### src/rtl/mem_stage.sv
// mem_stage: memory-access pipeline stage between execute and writeback.
// Takes the execute result (effective address, store data, access size),
// performs the data-memory access over a req/gnt/rvalid port, formats load
// data, and hands one result per instruction to writeback over valid/ready.
//
// Ports:
//   clk_i, rst_i          clock (rising edge), asynchronous active-high reset
//   ex_*                  execute-stage result, valid/ready handshake
//   dmem_*                SRAM-style data-memory port (req/gnt, rvalid/rdata)
//   wb_*                  writeback result, valid/ready handshake
//   wb_excp_o             0 = none, 1 = misaligned, 2 = access fault (timeout)
module mem_stage #(
  parameter int unsigned DMEM_TIMEOUT = 256
) (
  input  logic        clk_i,
  input  logic        rst_i,
  input  logic        ex_valid_i,
  output logic        ex_ready_o,
  input  logic [31:0] ex_pc_i,
  input  logic [31:0] ex_result_i,
  input  logic [31:0] ex_wdata_i,
  input  logic        ex_mem_re_i,
  input  logic        ex_mem_we_i,
  input  logic [1:0]  ex_mem_size_i,
  input  logic        ex_mem_unsigned_i,
  input  logic        ex_gr_we_i,
  input  logic [4:0]  ex_rd_i,
  output logic        dmem_req_o,
  output logic        dmem_we_o,
  output logic [31:0] dmem_addr_o,
  output logic [3:0]  dmem_wstrb_o,
  output logic [31:0] dmem_wdata_o,
  input  logic        dmem_gnt_i,
  input  logic        dmem_rvalid_i,
  input  logic [31:0] dmem_rdata_i,
  output logic        wb_valid_o,
  input  logic        wb_ready_i,
  output logic [31:0] wb_pc_o,
  output logic        wb_gr_we_o,
  output logic [4:0]  wb_rd_o,
  output logic [31:0] wb_wdata_o,
  output logic [1:0]  wb_excp_o
);

  typedef enum logic [1:0] {StIdle, StReq, StWait, StDone} state_e;

  localparam logic [15:0] CntLast = 16'(DMEM_TIMEOUT - 1);

  state_e      state_q, state_d;
  logic [31:0] pc_q, pc_d, addr_q, addr_d, wdata_q, wdata_d, wb_wdata_q, wb_wdata_d;
  logic        re_q, re_d, we_q, we_d, uns_q, uns_d, gr_we_q, gr_we_d;
  logic [1:0]  size_q, size_d, excp_q, excp_d;
  logic [4:0]  rd_q, rd_d;
  logic [15:0] cnt_q, cnt_d;

  logic        accept, is_mem, misaligned, req;
  logic [3:0]  st_strb;
  logic [31:0] st_data, load_data;
  logic [7:0]  ld_byte;
  logic [15:0] ld_half;

  assign ex_ready_o = (state_q == StIdle) | ((state_q == StDone) & wb_ready_i);
  assign accept     = ex_valid_i & ex_ready_o;
  assign is_mem     = ex_mem_re_i | ex_mem_we_i;
  assign misaligned = ((ex_mem_size_i == 2'd1) & ex_result_i[0]) |
                      ((ex_mem_size_i == 2'd2) & (ex_result_i[1:0] != 2'b00));

  // Store lane steering from the captured fields; held stable throughout REQ.
  always_comb begin
    st_strb = 4'b0000;
    st_data = wdata_q;
    if (we_q) begin
      case (size_q)
        2'd0: begin
          st_strb = 4'b0001 << addr_q[1:0];
          st_data = {4{wdata_q[7:0]}};
        end
        2'd1: begin
          st_strb = 4'b0011 << addr_q[1:0];
          st_data = {2{wdata_q[15:0]}};
        end
        default: st_strb = 4'b1111;
      endcase
    end
  end

  assign req          = (state_q == StReq);
  assign dmem_req_o   = req;
  assign dmem_we_o    = req & we_q;
  assign dmem_addr_o  = req ? {addr_q[31:2], 2'b00} : 32'd0;
  assign dmem_wstrb_o = req ? st_strb : 4'b0000;
  assign dmem_wdata_o = req ? st_data : 32'd0;

  // Load lane selection and extension.
  always_comb begin
    case (addr_q[1:0])
      2'd0:    ld_byte = dmem_rdata_i[7:0];
      2'd1:    ld_byte = dmem_rdata_i[15:8];
      2'd2:    ld_byte = dmem_rdata_i[23:16];
      default: ld_byte = dmem_rdata_i[31:24];
    endcase
    ld_half = addr_q[1] ? dmem_rdata_i[31:16] : dmem_rdata_i[15:0];
    case (size_q)
      2'd0:    load_data = uns_q ? {24'd0, ld_byte} : {{24{ld_byte[7]}}, ld_byte};
      2'd1:    load_data = uns_q ? {16'd0, ld_half} : {{16{ld_half[15]}}, ld_half};
      default: load_data = dmem_rdata_i;
    endcase
  end

  always_comb begin
    state_d    = state_q;
    pc_d       = pc_q;
    addr_d     = addr_q;
    wdata_d    = wdata_q;
    re_d       = re_q;
    we_d       = we_q;
    size_d     = size_q;
    uns_d      = uns_q;
    gr_we_d    = gr_we_q;
    rd_d       = rd_q;
    wb_wdata_d = wb_wdata_q;
    excp_d     = excp_q;
    cnt_d      = cnt_q;

    case (state_q)
      StReq: begin
        if (dmem_gnt_i) begin
          state_d = StWait;
          cnt_d   = 16'd0;
        end
      end
      StWait: begin
        if (dmem_rvalid_i) begin
          state_d    = StDone;
          wb_wdata_d = re_q ? load_data : addr_q;
        end else if (cnt_q == CntLast) begin
          // Abandon the access; the faulting address is reported as the data.
          state_d    = StDone;
          excp_d     = 2'd2;
          gr_we_d    = 1'b0;
          wb_wdata_d = addr_q;
        end else begin
          cnt_d = cnt_q + 16'd1;
        end
      end
      StDone: begin
        if (wb_ready_i) state_d = StIdle;
      end
      default: ;
    endcase

    // Accept overrides the DONE->IDLE transition for back-to-back issue.
    if (accept) begin
      pc_d       = ex_pc_i;
      addr_d     = ex_result_i;
      wdata_d    = ex_wdata_i;
      re_d       = ex_mem_re_i;
      we_d       = ex_mem_we_i;
      size_d     = ex_mem_size_i;
      uns_d      = ex_mem_unsigned_i;
      gr_we_d    = ex_gr_we_i;
      rd_d       = ex_rd_i;
      wb_wdata_d = ex_result_i;
      excp_d     = 2'd0;
      cnt_d      = 16'd0;
      if (!is_mem) begin
        state_d = StDone;
      end else if (misaligned) begin
        state_d = StDone;
        excp_d  = 2'd1;
        gr_we_d = 1'b0;
      end else begin
        state_d = StReq;
      end
    end
  end

  always_ff @(posedge clk_i or posedge rst_i) begin
    if (rst_i) begin
      state_q    <= StIdle;
      pc_q       <= '0;
      addr_q     <= '0;
      wdata_q    <= '0;
      re_q       <= 1'b0;
      we_q       <= 1'b0;
      size_q     <= '0;
      uns_q      <= 1'b0;
      gr_we_q    <= 1'b0;
      rd_q       <= '0;
      wb_wdata_q <= '0;
      excp_q     <= '0;
      cnt_q      <= '0;
    end else begin
      state_q    <= state_d;
      pc_q       <= pc_d;
      addr_q     <= addr_d;
      wdata_q    <= wdata_d;
      re_q       <= re_d;
      we_q       <= we_d;
      size_q     <= size_d;
      uns_q      <= uns_d;
      gr_we_q    <= gr_we_d;
      rd_q       <= rd_d;
      wb_wdata_q <= wb_wdata_d;
      excp_q     <= excp_d;
      cnt_q      <= cnt_d;
    end
  end

  assign wb_valid_o = (state_q == StDone);
  assign wb_pc_o    = pc_q;
  assign wb_gr_we_o = gr_we_q;
  assign wb_rd_o    = rd_q;
  assign wb_wdata_o = wb_wdata_q;
  assign wb_excp_o  = excp_q;

endmodule
### config.mk
export PLATFORM = sky130hd
export DESIGN_NAME = mem_stage
export DESIGN_NICKNAME = d
export VERILOG_FILES = /design/src/rtl/mem_stage.sv
export SDC_FILE = /design/constraint.sdc
export NUM_CORES = 1
export LEC_CHECK = 0
export ABC_AREA = 1
export BUFFER_PORTS_ARGS = -buffer_cell sky130_fd_sc_hd__buf_2
export CAP_MARGIN = 20
export CORE_MARGIN = 2
export CORE_UTILIZATION = 51
export CTS_CLUSTER_DIAMETER = 200
export DETAILED_ROUTE_END_ITERATION = 7
export PLACE_DENSITY_LB_ADDON = 0.05
export SETUP_SLACK_MARGIN = 0.4
export SYNTH_ARGS = -nofsm -noshare
export SYNTH_HDL_FRONTEND = slang
export SYNTH_SLANG_ARGS = --single-unit
export TNS_END_PERCENT = 10
### constraint.sdc
create_clock -name clk_i -period 5.6 [get_ports clk_i]
set_input_delay 0 -clock clk_i [delete_from_list [all_inputs] [get_ports clk_i]]
set_output_delay 0 -clock clk_i [all_outputs]
set_load 0.01 [all_outputs]
==> results of run 1 <==
==> power breakdown <==
| part | switching, W | internal (W) | leakage [nW] |
|---|---|---|---|
| clock network | 0.000504 | 0.000618 | 0.265 |
| registers | 0.000329 | 0.00166 | 1.98 |
| logic | 0.00187 | 0.000979 | 4.14 |
==> repair_timing <==
| action | in CTS | in global routing |
|---|---|---|
| resized for setup | 0 | 0 |
| hold buffers | 119 | 0 |
| hold endpoints to repair | 244 | 0 |
==> worst min-delay path, delay by kind of cell <==
| kind | cells | cell delay [ns] |
|---|---|---|
| AO/OA/AOI/OAI | 1 | 0.07 |
| AND/OR/NAND/NOR | 3 | 0.21 |
| buffers and inverters | 1 | 0.11 |
==> layout make-up <==
cell class,instances,area (um^2),area share
Inverter,106,405,0.0346
Multi-Input combinational cell,867,3790,0.324
Clock buffer,17,425,0.0363
Sequential cell,159,3980,0.340
Clock inverter,14,134,0.0114
Tap cell,220,275,0.0235
Timing Repair Buffer,412,2700,0.230
==> kinds of logic (layout without fill, tap and decap cells) <==
| logic type | Yosys count | in the layout | synth area share |
|---|---|---|---|
| other | 1 | 2 | 0.000443 |
| AND/OR/NAND/NOR | 654 | 654 | 0.309 |
| AO/OA/AOI/OAI | 203 | 203 | 0.129 |
| adder cells (fa/ha/maj) | 1 | 1 | 0.00148 |
| flip-flops | 159 | 159 | 0.470 |
| XOR/XNOR | 7 | 7 | 0.00724 |
| buffers and inverters | 169 | 549 | 0.0834 |
==> synthesized netlist by cell type (all sizes together) (2+ instances only) <==
library cell / instances
nand2: 474
dfrtp: 159
inv: 106
nor2: 104
o21ai: 89
a21oi: 87
nand3: 62
buf: 37
clkbuf: 26
a21boi: 16
o21bai: 6
xor2: 6
nand4: 4
or2: 4
nor3: 3
and2: 2
==> metrics by stage <==
stage,instance area (um^2),hold slack [ns],power [W]
finish,11700,-0.00164,0.00595
CTS,11700,0.00129,0.00593
global route,11700,0.00516,0.00642
detailed placement,9930,0.196,0.00473
floorplan,8470,0.110,0.00381
global placement,9930,0.193,0.00468
==> final timing paths <==
check	start	endpoint	slack, ns	depth (start not counted)
min in group asynchronous	rst_i	wb_pc_o[20]	0.18	3
max in group asynchronous	rst_i	wb_wdata_o[29]	4.34	4
min	dmem_rdata_i[16]	wb_wdata_o[16]	-0.002	5
max	state_q[1]	wb_gr_we_o	2.27	8
min reg2reg	wb_wdata_o[10]	wb_wdata_o[10]	0.47	2
max reg2reg	state_q[1]	wb_gr_we_o	2.27	8
==> cells in the final DEF (no fill, tap or decap), types with 2 or more instances in the layout <==
| master | count |
|---|---|
| nand4_1 | 4 |
| a21oi_1 | 86 |
| a21boi_1 | 14 |
| o21ai_1 | 11 |
| nand2_4 | 3 |
| o21ai_0 | 78 |
| buf_2 | 286 |
| clkbuf_16 | 17 |
| inv_1 | 99 |
| nor3_1 | 3 |
| or2_2 | 3 |
| a21boi_0 | 2 |
| nor2_1 | 103 |
| xor2_1 | 6 |
| dlygate4sd3_1 | 119 |
| dfrtp_1 | 159 |
| conb_1 | 2 |
| clkinv_2 | 2 |
| o21bai_1 | 6 |
| clkinvlp_4 | 4 |
| nand3_1 | 60 |
| and2_1 | 2 |
| inv_2 | 5 |
| nand2_1 | 466 |
| nand2_2 | 5 |
| inv_6 | 6 |
| buf_4 | 6 |
==> registers in the layout, summed over array words and instances, names as in the netlist <==
signal      flops
wb_excp_o       2
wb_pc_o        32
cnt_q          16
size_q          2
we_q            1
wb_gr_we_o      1
wb_rd_o         5
wb_wdata_o     32
addr_q         32
wdata_q        32
re_q            1
state_q         2
uns_q           1
==> routing by layer <==
layer / vias to the layer above / wire [um]
li1: 4476 / -
met2: 400 / 12900
met3: 59 / 2080
met1: 4163 / 11500
met4: 0 / 748
met5: - / 0
==> flow_summary.yaml, run 1 <==
global_route:
  top_usage_layer: "met2"
  grt_max_degree: 110
  grt_use_total: 0.310
  grt_pass1_wl_um: 43600
  antenna_found_initial: 0
  grt_pass1_vias: 8763
  met2_usage: 0.496
  use_met1: 0.418
  grt_overflow: 0
  use_met3: 0.0667
timing:
  clock_skew_ns: 0.00751
  fin_ws_ns: 2.27
  slew_headroom: 0.360
  setup-violations-final: 0
  fmax_mhz: 301
  tightest_slew_ns: 0.959
  post-route-min-period_ns: 3.33
  tns_ns: 0
  drv_slew: 0
  rsz0062_at_grt: "no"
  min_period_over_period: 0.594
  hold_viol_final: 1
  hold_slack_ns: -0.00164
drt:
  num_vias: 9098
  wl_per_cell_um: 15.2
  routed_wl_um: 27200
  initialDrtViolationCount: 622
  drt_first_pass_iters: 5
  drc: 0
  ant_nets: 0
  viasPerCell: 5.07
place:
  place_congestion: 0.886
  dp_hpwl_um: 17900
  io_buffer_count: 286
  post-place-ws_ns: 2.64
  dpl.cell_count: 1644
critical_path:
  required_ns: 5.96
  cp_slowest_cell: "buf_4"
  critPathLaunchType: "flip-flop"
  path_max_fanout: 95
  slowest_delay_ns: 0.83
  path_common_cell: "nand2_1"
  crit_family: "buffers and inverters"
  critPathCaptureType: "flip-flop"
  path_cells: "nand2_1 -> nand2_1 -> nand3_4 -> inv_4 -> buf_4 -> nand3_1 -> dlygate4sd3_1 -> nand2_1"
  arrival_ns: 3.69
  worst-setup-path-type: "flip-flop to flip-flop"
  cp_num_buf_inv: 3
yosys:
  synth-async-reset-ratio: 1.00
  synth_flop_cell: "dfrtp_1"
  synth_edf_count: 0
  avgSynthCellArea_um2: 7.09
  yosys.area.top_type: "dfrtp_1"
  seq_area_frac_synth: 0.470
  synth_top_area_frac: 0.470
  syn_area_um2: 8470
  yosys_warnings: 0
  ys_top_cells_by_area: "dfrtp_1, nand2_1, a21oi_1, o21ai_0, nor2_1"
  ys_types: 36
  yosys_register_bits: 159
  netlist_instances: 1194
floorplan:
  core-area_um2: 16400
  ios: 289
  start_util: 0.516
  die_w_um: 133
  die-height_um: 133
  rows: 47
  die_area_um2: 17600
cells_and_area:
  area_delta_synth_final_pct: 38.3
  num-nets-final: 1709
  fillers: 1338
  finalNonFillerCells: 1795
  antenna_cells: 0
  postLayoutCoreUtil: 0.714
  drive_above_1_share: 0.220
power_and_ir_drop:
  p_leak_nw: 6.38
  p_per_area_nw_per_um2: 509
  ir_drop_mv: 0.287
clocking:
  path_clk_slew_ns: 0.07
  post-cts-setup-buffers: 0
  clock-root-buffer: "clkbuf_16"
  numCtsBuffers: 17
  cts_tree: "yes"
  clockBufferDepth: 2
  cts_max_level: 4
  clock_latency_ns: 0.42
  cts.sinks: 159
outcome:
  outcome: "finished, violations left"
  violations: "hold timing"
hold_path:
  hold_class: "primary input to flip-flop"
job:
  drv_cap: 0
Note: power is estimated with default switching activity, not from simulation.
==> run 2: changes to the inputs <==
- clock period: 5.6 -> 3.2 ns (I/O delays scaled with it)
==> flow_summary.yaml, run 2 (synthesized netlist as in run 1, its figures left out) <==
outcome:
  outcome: "finished clean"
global_route:
  grt_max_degree: 160
  grt_overflow: 0
  antenna_found_initial: 1
  grt_use_total: 0.312
  grt_pass1_vias: 8799
  grt_pass1_wl_um: 44100
critical_path:
  slowest_delay_ns: 0.71
  critPathLaunchType: "flip-flop"
  rr_worst_depth: 8
  required_ns: 3.20
  r2r_start: "state_q[1]"
  cp_slowest_cell: "nor2_1"
  path_max_fanout: 15
  path_cells: "inv_1 -> nand2_2 -> nor2_1 -> nand2_1 -> o21ai_0 -> buf_2"
  reg2reg_slack_ns: 0.74
  worst-setup-path-type: "flip-flop to output pin"
  timing.rr.end: "wb_gr_we_o"
  critPathCaptureType: "output pin"
  arrival_ns: 2.54
drt:
  num_vias: 9261
  viasPerCell: 5.14
  drc: 0
  drt_first_pass_iters: 5
  wl_per_cell_um: 15.3
  routed_wl_um: 27600
  initialDrtViolationCount: 769
  ant_nets: 0
floorplan:
  die_area_um2: 17600
  die_w_um: 133
  die-height_um: 133
  rows: 47
  core-area_um2: 16400
  start_util: 0.516
  ios: 289
timing:
  slew_headroom: 0.405
  tightest_slew_ns: 0.890
  fmax_mhz: 393
  min_period_over_period: 0.794
  hold_viol_final: 0
  tns_ns: 0
  rsz0062_at_grt: "no"
  clock_skew_ns: 0.0124
  drv_slew: 0
  post-route-min-period_ns: 2.54
  setup-violations-final: 0
power_and_ir_drop:
  p_per_area_nw_per_um2: 899
  ir_drop_mv: 0.507
  p_leak_nw: 6.42
clocking:
  numCtsBuffers: 17
  path_clk_slew_ns: 0.07
  cts.sinks: 159
  clockBufferDepth: 2
  clock_latency_ns: 0.43
  post-cts-setup-buffers: 0
  cts_max_level: 4
  clock-root-buffer: "clkbuf_16"
  cts_tree: "yes"
cells_and_area:
  layout_commonest_cell: "nand2_1"
  regArea_um2: 3980
  area_delta_synth_final_pct: 39.4
  finalNonFillerCells: 1802
  drive_above_1_share: 0.219
  num-nets-final: 1713
  fillers: 1350
  multi_input_comb_area_um2: 3790
  layout_common_cells: "nand2_1, buf_2, dfrtp_1, dlygate4sd3_1, nor2_1"
hold_path:
  hold_class: "primary input to flip-flop"
  holdPathEnd: "wb_wdata_o[25]"
  hold_start: "dmem_rdata_i[25]"
  holdPathStages: 5
place:
  dpl.cell_count: 1646
  dp_hpwl_um: 18100
  place_congestion: 0.906
  io_buffer_count: 286
job:
  drv_cap: 0
[run 2: changes by cell type in the layout (fill, tap and decap cells not counted), sizes merged]
cell	previous run	this run
buf	293	294
bufinv	1	3
clkbuf	17	20
clkinv	3	5
clkinvlp	4	3
diode	0	2
dlygate4sd3	119	122
inv	112	107
[run 2: power breakdown]
group / total [W] / switching, W / internal (W)
combinational: 0.00504 / 0.00331 / 0.00173
clock: 0.00211 / 0.000854 / 0.00125
sequential: 0.00345 / 0.000552 / 0.00290
total: 0.0106 / 0.00472 / 0.00589
[run 2: worst max-delay path by stage]
stage                     startpoint               end  slack (ns)  depth (start not counted)
after detailed placement  state_q[0]        state_q[0]        0.99                          9
after global placement     size_q[1]    wb_wdata_o[26]        0.98                          8
after floorplan                rst_i         addr_q[0]        1.19                          1
after CTS                  size_q[1]   dmem_wdata_o[9]        0.66                          5
final                      size_q[1]  dmem_wdata_o[27]        0.66                          6
after global routing       size_q[1]   dmem_wdata_o[8]        0.49                          6
[run 2: layout make-up]
class | count | area share
clock inverters | 12 | 0.0135
inverters | 106 | 0.0342
clock buffers | 20 | 0.0378
diodes | 2 | 0.000424
flip-flops and latches | 159 | 0.337
repair buffers | 416 | 0.232
well taps | 220 | 0.0233
multi-input cells | 867 | 0.322
[run 2: critical path, delay by kind of cell (launching register included)]
family | cells | cell delay (ns)
AND/OR/NAND/NOR | 3 | 1.07
AO/OA/AOI/OAI | 1 | 0.19
buffers and inverters | 2 | 0.49
flip-flops | 1 | 0.37
[run 2: routing by layer]
metal	vias to the layer above	track usage	part of all wire
li1	4487	-	-
met1	4289	0.418	0.42
met2	433	0.508	0.48
met3	52	0.0617	0.079
met4	0	0.114	0.025
met5	-	0	0
[run 2: what timing repair did]
item,4_1_cts,5_1_grt
hold buffers,122,0
hold endpoints to repair,294,0
resized for setup,0,0
setup endpoints to repair,0,0
[run 2: stage by stage]
step	total power, W	cell area (um^2)	hold slack [ns]	setup WS (ns)	util
5_1_grt	0.0114	11800	0.0404	0.489	0.719
2_1_floorplan	0.00666	8470	0.110	1.19	-
3_5_place_dp	0.00831	9970	0.196	0.994	0.608
4_1_cts	0.0106	11800	0.00300	0.662	0.719
6_report	0.0106	11800	0.0138	0.658	0.719
3_3_place_gp	0.00823	9970	0.192	0.983	0.608
==> run 3: changes to the inputs <==
- clock period: 3.2 -> 2.45 ns (I/O delays scaled with it)
==> flow_summary.yaml, run 3 (synthesized netlist as in run 1, its figures left out) <==
outcome:
  outcome: "finished clean"
timing:
  fmax_mhz: 487
  hold_viol_final: 0
  post-route-min-period_ns: 2.05
  slew_headroom: 0.423
  setup-violations-final: 0
  rsz0062_at_grt: "yes"
  hold_slack_ns: 0.0154
  tightest_slew_ns: 0.866
  drv_slew: 0
  tns_ns: 0
  clock_skew_ns: 0.00824
  min_period_over_period: 0.838
floorplan:
  start_util: 0.516
  die_w_um: 133
  core-area_um2: 16400
  rows: 47
  ios: 289
  die-height_um: 133
  die_area_um2: 17600
cells_and_area:
  num-nets-final: 1725
  layout_commonest_cell: "nand2_1"
  drive_above_1_share: 0.232
  regArea_um2: 3980
  fillers: 1292
  multi_input_comb_area_um2: 3850
  finalNonFillerCells: 1815
  stdcell_area_um2: 12000
  layout_common_cells: "nand2_1, buf_2, dfrtp_1, dlygate4sd3_1, nor2_1"
  area_delta_synth_final_pct: 41.2
clocking:
  numCtsBuffers: 17
  clockBufferDepth: 2
  path_clk_slew_ns: 0.07
  cts_max_level: 4
  clock_latency_ns: 0.42
  cts_tree: "yes"
  cts.sinks: 159
  clock-root-buffer: "clkbuf_16"
critical_path:
  cp_slowest_cell: "dfrtp_1"
  arrival_ns: 2.05
  r2r_start: "state_q[0]"
  timing.rr.end: "cnt_q[4]"
  worst-setup-path-type: "flip-flop to output pin"
  critPathCaptureType: "output pin"
  rr_worst_depth: 9
  path_max_fanout: 21
  critPathLaunch: "state_q[1]"
  slowest_delay_ns: 0.43
  critPathLaunchType: "flip-flop"
  required_ns: 2.45
  path_cells: "inv_1 -> nand2_4 -> buf_6 -> nor2_1 -> nand2_1 -> o21ai_0 -> buf_2"
  reg2reg_slack_ns: 0.54
  cp-endpoint: "dmem_wdata_o[9]"
drt:
  initialDrtViolationCount: 709
  drt_first_pass_iters: 5
  wl_per_cell_um: 15.2
  viasPerCell: 5.11
  num_vias: 9274
  ant_nets: 0
  drc: 0
  routed_wl_um: 27700
power_and_ir_drop:
  pwr-share-clk: 0.191
  p_comb_frac: 0.489
  p_per_area_nw_per_um2: 1180
  p_int_w: 0.00780
  ir_drop_mv: 0.640
  p_sw_frac: 0.446
  p_switching_w: 0.00628
  p_leak_nw: 6.46
  power.sequential.fraction: 0.320
place:
  post_dp_cell_area_um2: 10000
  io_buffer_count: 286
  dp_hpwl_um: 18200
  dpl.cell_count: 1654
  place_congestion: 0.860
global_route:
  grt_overflow: 0
  antenna_found_initial: 4
  grt_use_total: 0.312
  grt_max_degree: 160
  grt_pass1_vias: 8772
  grt_pass1_wl_um: 44000
job:
  drv_cap: 0
hold_path:
  hold_class: "primary input to flip-flop"
  holdPathStages: 5
run 3: power by group through the flow:
| stage | Sequential, W | Clock [W] | Combinational, W |
|---|---|---|---|
| final | 0.00451 | 0.00269 | 0.00688 |
| after global routing | 0.00463 | 0.00282 | 0.00770 |
| after CTS | 0.00447 | 0.00272 | 0.00661 |
| after detailed placement | 0.00449 | 0 | 0.00643 |
| after global placement | 0.00449 | 0 | 0.00633 |
| after floorplan | 0.00458 | 0 | 0.00412 |
run 3: how the worst min path moves through the flow:
stage,end,from
final,wb_wdata_o[17],dmem_rdata_i[17]
after global routing,wb_wdata_o[22],dmem_rdata_i[22]
after CTS,wb_wdata_o[17],dmem_rdata_i[17]
after detailed placement,wdata_q[22],ex_wdata_i[22]
after global placement,wb_pc_o[4],ex_pc_i[4]
after floorplan,re_q,ex_mem_re_i
run 3: cell type report:
type	count	area share
tap	220	0.0230
multi-input combinational	868	0.322
clock buffer	20	0.0382
sequential	159	0.333
timing repair buffer	427	0.237
clock inverter	12	0.0113
inverter	106	0.0350
antenna	3	0.000628
run 3: timing repair:
item                                    CTS  global route
hold endpoints to repair                295             0
cloned                                    0             1
buffers inserted                          0             5
pin swaps                                 0             1
gates resized for setup                   4            13
endpoints found under the setup margin   37           105
hold buffers                            120             0
run 3: metal layers:
layer | vias up | GRT usage | wire (um)
li1 | 4526 | - | -
met1 | 4298 | 0.411 | 11600
met2 | 394 | 0.500 | 13100
met3 | 54 | 0.0739 | 2190
met4 | 2 | 0.121 | 776
met5 | - | 0 | 13
run 3: metrics by stage:
stage               total power [W]  setup slack, ns   util
floorplan                   0.00871            0.435      -
finish                       0.0141            0.398  0.728
detailed placement           0.0109            0.322  0.611
CTS                          0.0138            0.299  0.721
global route                 0.0152            0.342  0.728
global placement             0.0108            0.345  0.611
run 3: worst max-delay path, delay by kind of cell (launching register included):
kind | cells | cell delay [ns]
buffers and inverters | 3 | 0.55
AND/OR/NAND/NOR | 3 | 0.50
flip-flops | 1 | 0.43
AO/OA/AOI/OAI | 1 | 0.14
